===== src/rtl/rstack_ctrl.sv =====
// Return stack for CALL/RET with an internal stack pointer, push/pop/replace,
// combinational top-of-stack and sticky overflow/underflow flags.
module rstack_ctrl #(
    parameter int DATA_WIDTH = 13,
    parameter int DEPTH      = 16
) (
    input  logic                          clk,
    input  logic                          reset,
    input  logic                          push,
    input  logic                          pop,
    input  logic [DATA_WIDTH-1:0]         din,
    input  logic                          clear_err,
    output logic [DATA_WIDTH-1:0]         tos,
    output logic [$clog2(DEPTH):0]        count,
    output logic                          empty,
    output logic                          full,
    output logic                          overflow,
    output logic                          underflow
);

    localparam int PTR_WIDTH = $clog2(DEPTH);

    logic [DATA_WIDTH-1:0] mem [DEPTH];

    logic [PTR_WIDTH:0]   count_m1;
    logic [PTR_WIDTH-1:0] wr_idx;
    logic [PTR_WIDTH-1:0] top_idx;
    logic [PTR_WIDTH-1:0] wr_addr;
    logic                 do_push;
    logic                 do_pop;
    logic                 do_repl;
    logic                 wr_en;
    logic                 err_ovf;
    logic                 err_unf;

    assign empty    = (count == '0);
    assign full     = (count == (PTR_WIDTH+1)'(DEPTH));
    assign count_m1 = count - (PTR_WIDTH+1)'(1);
    assign wr_idx   = count[PTR_WIDTH-1:0];
    assign top_idx  = count_m1[PTR_WIDTH-1:0];

    assign do_push = push && !pop && !full;
    assign do_pop  = pop && !push && !empty;
    assign do_repl = push && pop && !empty;
    assign err_ovf = push && !pop && full;
    // Both plain pop and replace are rejected on an empty stack.
    assign err_unf = pop && empty;

    assign wr_en   = do_push || do_repl;
    assign wr_addr = pop ? top_idx : wr_idx;

    assign tos = empty ? '0 : mem[top_idx];

    always_ff @(posedge clk) begin
        if (wr_en) begin
            mem[wr_addr] <= din;
        end
    end

    // An error event in the same cycle as clear_err keeps the flag set.
    always_ff @(posedge clk or posedge reset) begin
        if (reset) begin
            count     <= '0;
            overflow  <= 1'b0;
            underflow <= 1'b0;
        end else begin
            if (do_push) begin
                count <= count + (PTR_WIDTH+1)'(1);
            end else if (do_pop) begin
                count <= count_m1;
            end

            if (err_ovf) begin
                overflow <= 1'b1;
            end else if (clear_err) begin
                overflow <= 1'b0;
            end

            if (err_unf) begin
                underflow <= 1'b1;
            end else if (clear_err) begin
                underflow <= 1'b0;
            end
        end
    end

endmodule

===== config.mk =====
export PLATFORM = sky130hd
export DESIGN_NAME = rstack_ctrl
export DESIGN_NICKNAME = d
export VERILOG_FILES = /design/src/rtl/rstack_ctrl.sv
export SDC_FILE = /design/constraint.sdc
export NUM_CORES = 1
export LEC_CHECK = 0
export ABC_AREA = 1
export CORE_ASPECT_RATIO = 1.4
export CORE_MARGIN = 1
export CORE_UTILIZATION = 60
export DETAILED_ROUTE_END_ITERATION = 16
export PLACE_DENSITY = 0.79
export SYNTH_ARGS = -nofsm -noshare
export SYNTH_HDL_FRONTEND = slang
export SYNTH_SLANG_ARGS = --single-unit

===== constraint.sdc =====
create_clock -name clk -period 4.3 [get_ports clk]
set_clock_uncertainty 0.2 [all_clocks]
set_input_delay 0.86 -clock clk [delete_from_list [all_inputs] [get_ports clk]]
set_output_delay 0.86 -clock clk [all_outputs]
set_load 0.01 [all_outputs]

Word level (Yosys, flattened, before mapping)
Memory sizes are Yosys's and may differ from the RTL's.
Index checks and enable logic that the tools add are counted.
Cells by class
  $add $sub $neg: 2
  eq/ne operators: 1
  muxes and demuxes: 9
  reduce and logical (&&, ||, !) cells: 17
Operators with widths (count)
  2-to-1 mux 13 bit: 1
  2-to-1 mux 5 bit: 2
  logical AND 1 bit: 8
  nonzero test 2 bit: 3
  adder 5 x 1 -> 5 bit (second input constant): 1
  == test 5 bit (second input constant): 1
  zero test 5 bit: 1
  2-to-1 mux 1 bit: 5
  subtractor 5 x 1 -> 5 bit (second input constant): 1
  zero test 1 bit: 4
  2-to-1 mux 4 bit: 1
  logical OR 1 bit: 1
Storage, ports and cells
  flip-flop bits (word level): 7
  memory bits (writable): 208
  output and inout bits: 22
  word-level logic and storage cells: 33
  memories kept: 1
Memories
  mem: words 16, bits a word 13, read ports 1, clocked after memory_dff 0, write ports 1, RTL line 23  | logic [DATA_WIDTH-1:0] mem [DEPTH];

Longest topological paths before layout
  depth in word-level cells: 6
  depth in mapped cells: 14

Least setup slack after synthesis
OpenSTA, ideal clock, no wires.
  path type: register to output
  start point: reg count[0]
  end point: out tos[11]
  data arrival time: 2.259 ns
  slack: 0.981 ns
  cell stages (with the launch flop): 12
  path buffers: 5
  path through: dfrtp_1 -> buf_2 -> inv_2 -> buf_2 -> buf_2 -> ha_1 -> buf_2 -> buf_1 -> nand3_1 -> nand3_1 -> nand3_1 -> a21oi_1
On the way
  word-level cells in the longest chain between the ends: 3
  elaborated cells on any way between the ends: 4
RTL lines
  start: declaration: RTL line 14  | output logic [$clog2(DEPTH):0] count,
  start signal: assignment: RTL line 68  | count <= count + (PTR_WIDTH+1)'(1);
  start signal: assignment: RTL line 70  | count <= count_m1;
  subtractor 5 x 1 -> 5 bit: RTL line 38  | assign count_m1 = count - (PTR_WIDTH+1)'(1);
  memory read (16 x 13 bit)
  2-to-1 mux 13 bit *: RTL line 52  | assign tos = empty ? '0 : mem[top_idx];
  end: declaration: RTL line 13  | output logic [DATA_WIDTH-1:0] tos,
Mark *: on every way between the ends. The rest lies on a longest branch, timed or not.

Final worst setup path
Same ends and word-level chain as after synthesis.

==> flow_summary.toml <==
[die]
die_y_um = 147
core_area_mm2 = 0.0145
ioPinCount = 40
start_util_pct = 61.8
die_w_um = 105
rows = 52
dieArea_mm2 = 0.0154

[sta]
rsz0062_at_grt = "no"
tns_ns = 0
final-setup-viol-count = 0
period_minus_slack_ns = 4.18
worstMarginPinSlew_ns = 0.693
maxSlewViolCount = 0
slew_headroom_pct = 53.7
timing.final.crit_share_pct = 97.1
final_hold_viol_count = 0
fmax_mhz = 239

[grt]
antenna_found_initial = 0
grt.total_usage_pct = 28.4
grt_start_max_net_pins = 75
met2_usage_pct = 47.8
grt_pass1_vias = 6195
use_met3_pct = 4.24
grt_overflow = 0
grt_pass1_wl_mm = 33.1
met1_usage_pct = 36.9
grt.busiest_layer = "met2"

[routing]
via_count = 6184
antenna_left = 0
drc = 0
wl_mm = 21.1
drtPass1Iterations = 6
vias_per_cell = 5.88
drtIter0Drc = 753
wl_per_cell_um = 20.0

[worst_setup_path]
arrival_ns = 3.12
path_cells = "inv_2, buf_6, nand3_1, nand2_1, nand2_1, inv_2, nand3_1, a21oi_1, clkdlybuf4s50_1"
critPathSlowestCell = "clkdlybuf4s50_1"
max_stage_delay_ns = 0.58
r2r_cells = 9
startpoint_type = "flop"
crit_type = "reg -> out"
crit_fanout = 43
required_ns = 3.24
cp-end-kind = "output pin"

[hold_path]
min_delay_path_depth = 2
hp-class = "reg -> reg"

[finish]
drive_gt1_share_pct = 8.81
n_antenna_cell = 0
mostFrequentLayoutCells = "267 x nand2_1, 208 x edfxtp_1, 156 x nand3_1"
final_cells = 1052
layout.nets = 869
final_common_cell = "nand2_1"
area_growth_syn_to_layout_pct = 15.2

[synth]
synth_mux_area_share_pct = 0
synth_top_family_by_area = "simple AND/OR/NAND/NOR gates"
synth.avg_cell_area_um2 = 11.2
yosys.area_share.adder_pct = 0.279
syn-num-nets = 818
ys_ff_latch = 215
yosysSeqAreaShare_pct = 71.7
syn_inst = 798
yosys.area_share.simple_pct = 22.0
ys_warn_count = 0
synthXorXnorAreaFrac_pct = 0.852
post_synth_num_cell_types = 24
synth-compound-area-share_pct = 1.84
netlist_area_mm2 = 0.00896

[clocking]
numCtsBuffers = 20
clock_latency_ns = 0.49
cts_hold_buf = 0
cts_tree = "yes"
htreeDepth = 1
clk_path_buf_depth = 3
clock_sinks = 215
clkSlewWorstSetupHoldPaths_ns = 0.06
cts_root_buf = "clkbuf_16"

[run_status]
outcome = "finished clean"

[place]
hpwl_mm = 12.8
portBuffers = 39
dp.cells = 1016
gp_congestion = 0.904

[pwr]
power.density_mw_per_mm2 = 802
ir_drop_mv = 0.815
cellLeakagePower_nw = 3.88

[job]
drv_cap = 0
==> layer usage <==
| metal | vias up | part of all wire (%) | wire length [um] |
|---|---|---|---|
| met2 | 327 | 51 | 10700 |
| met5 | - | 0 | 0 |
| met1 | 2951 | 36 | 7660 |
| met3 | 52 | 9.8 | 2070 |
| met4 | 0 | 3.2 | 685 |
| li1 | 2854 | - | - |
==> critical path, delay by kind of cell (launching register included) <==
family,cells,cell delay (ns)
buffers and inverters,4,1.29
and+or+nand+nor,4,0.65
DFF,1,0.48
AOI/OAI and AO/OA,1,0.19
==> per-stage QoR <==
step	hold WS (ns)	instance area, um^2	util (%)	power [mW]	setup slack (ns)
3_5_place_dp	0.309	9650	66.5	6.48	0.353
5_1_grt	0.362	10300	71.1	8.75	0.00891
3_3_place_gp	0.302	9650	66.5	6.38	0.458
4_1_cts	0.319	10300	71.0	8.23	0.00124
6_report	0.315	10300	71.1	8.27	0.124
2_1_floorplan	0.340	8960	-	5.02	0.981
==> cells in the mapped netlist <==
cell	n	area share (%)
xnor2_2	1	0.18
o21ai_2	1	0.098
xor2_2	1	0.18
xor2_1	4	0.39
buf_4	3	0.25
nand3_1	156	8.7
buf_2	16	0.89
clkbuf_1	18	0.75
nor3_2	1	0.11
dfrtp_1	7	2.0
edfxtp_1	208	70
nand2_1	267	11
ha_1	2	0.28
a21oi_1	25	1.4
nand2_2	1	0.070
o21ai_1	5	0.28
clkinv_1	1	0.042
nand4_1	1	0.070
inv_1	18	0.75
inv_2	9	0.38
buf_1	6	0.25
xnor2_1	1	0.098
nor2_1	45	1.9
o22ai_1	1	0.070
==> flip-flops by register name, indices dropped and copies added (netlist names) <==
name and count:
count 5, mem 208, overflow 1, underflow 1
==> path summary, 6_finish.rpt <==
path | start | to | slack [ns]
worst max-delay path | count[0] | tos[11] | 0.12
worst max register to register | count[0] | mem[7][4] | 1.21
min in group asynchronous | reset | count[3] | 0.42
worst min-delay path | overflow | overflow | 0.32
max in group asynchronous | reset | count[0] | 3.22
worst min register to register | overflow | overflow | 0.32
==> power breakdown <==
group	internal [mW]	total [mW]	switching (mW)
registers	2.54	2.63	0.0888
clock network	1.01	1.73	0.716
logic	1.36	3.92	2.55
==> cells by family after synthesis <==
family,after synthesis
and+or+nand+nor,471
AOI/OAI and AO/OA,32
buffers and inverters,71
adders and majority gates,2
DFF,215
xor gates and xnor gates,7
==> layout make-up <==
type | instances | area (um^2)
tap | 189 | 236
clock inverter | 9 | 91.3
clock buffer | 27 | 548
multi-input combinational | 512 | 2250
fill | 956 | 4190
timing repair buffer | 72 | 657
sequential | 215 | 6420
inverter | 28 | 108
==> what timing repair did <==
action | CTS | global route
buffers inserted | 0 | 0
endpoints found under the setup margin | 13 | 11
cloned | 0 | 0
resized for setup | 3 | 5
Note: power is estimated with default switching activity, not from simulation.
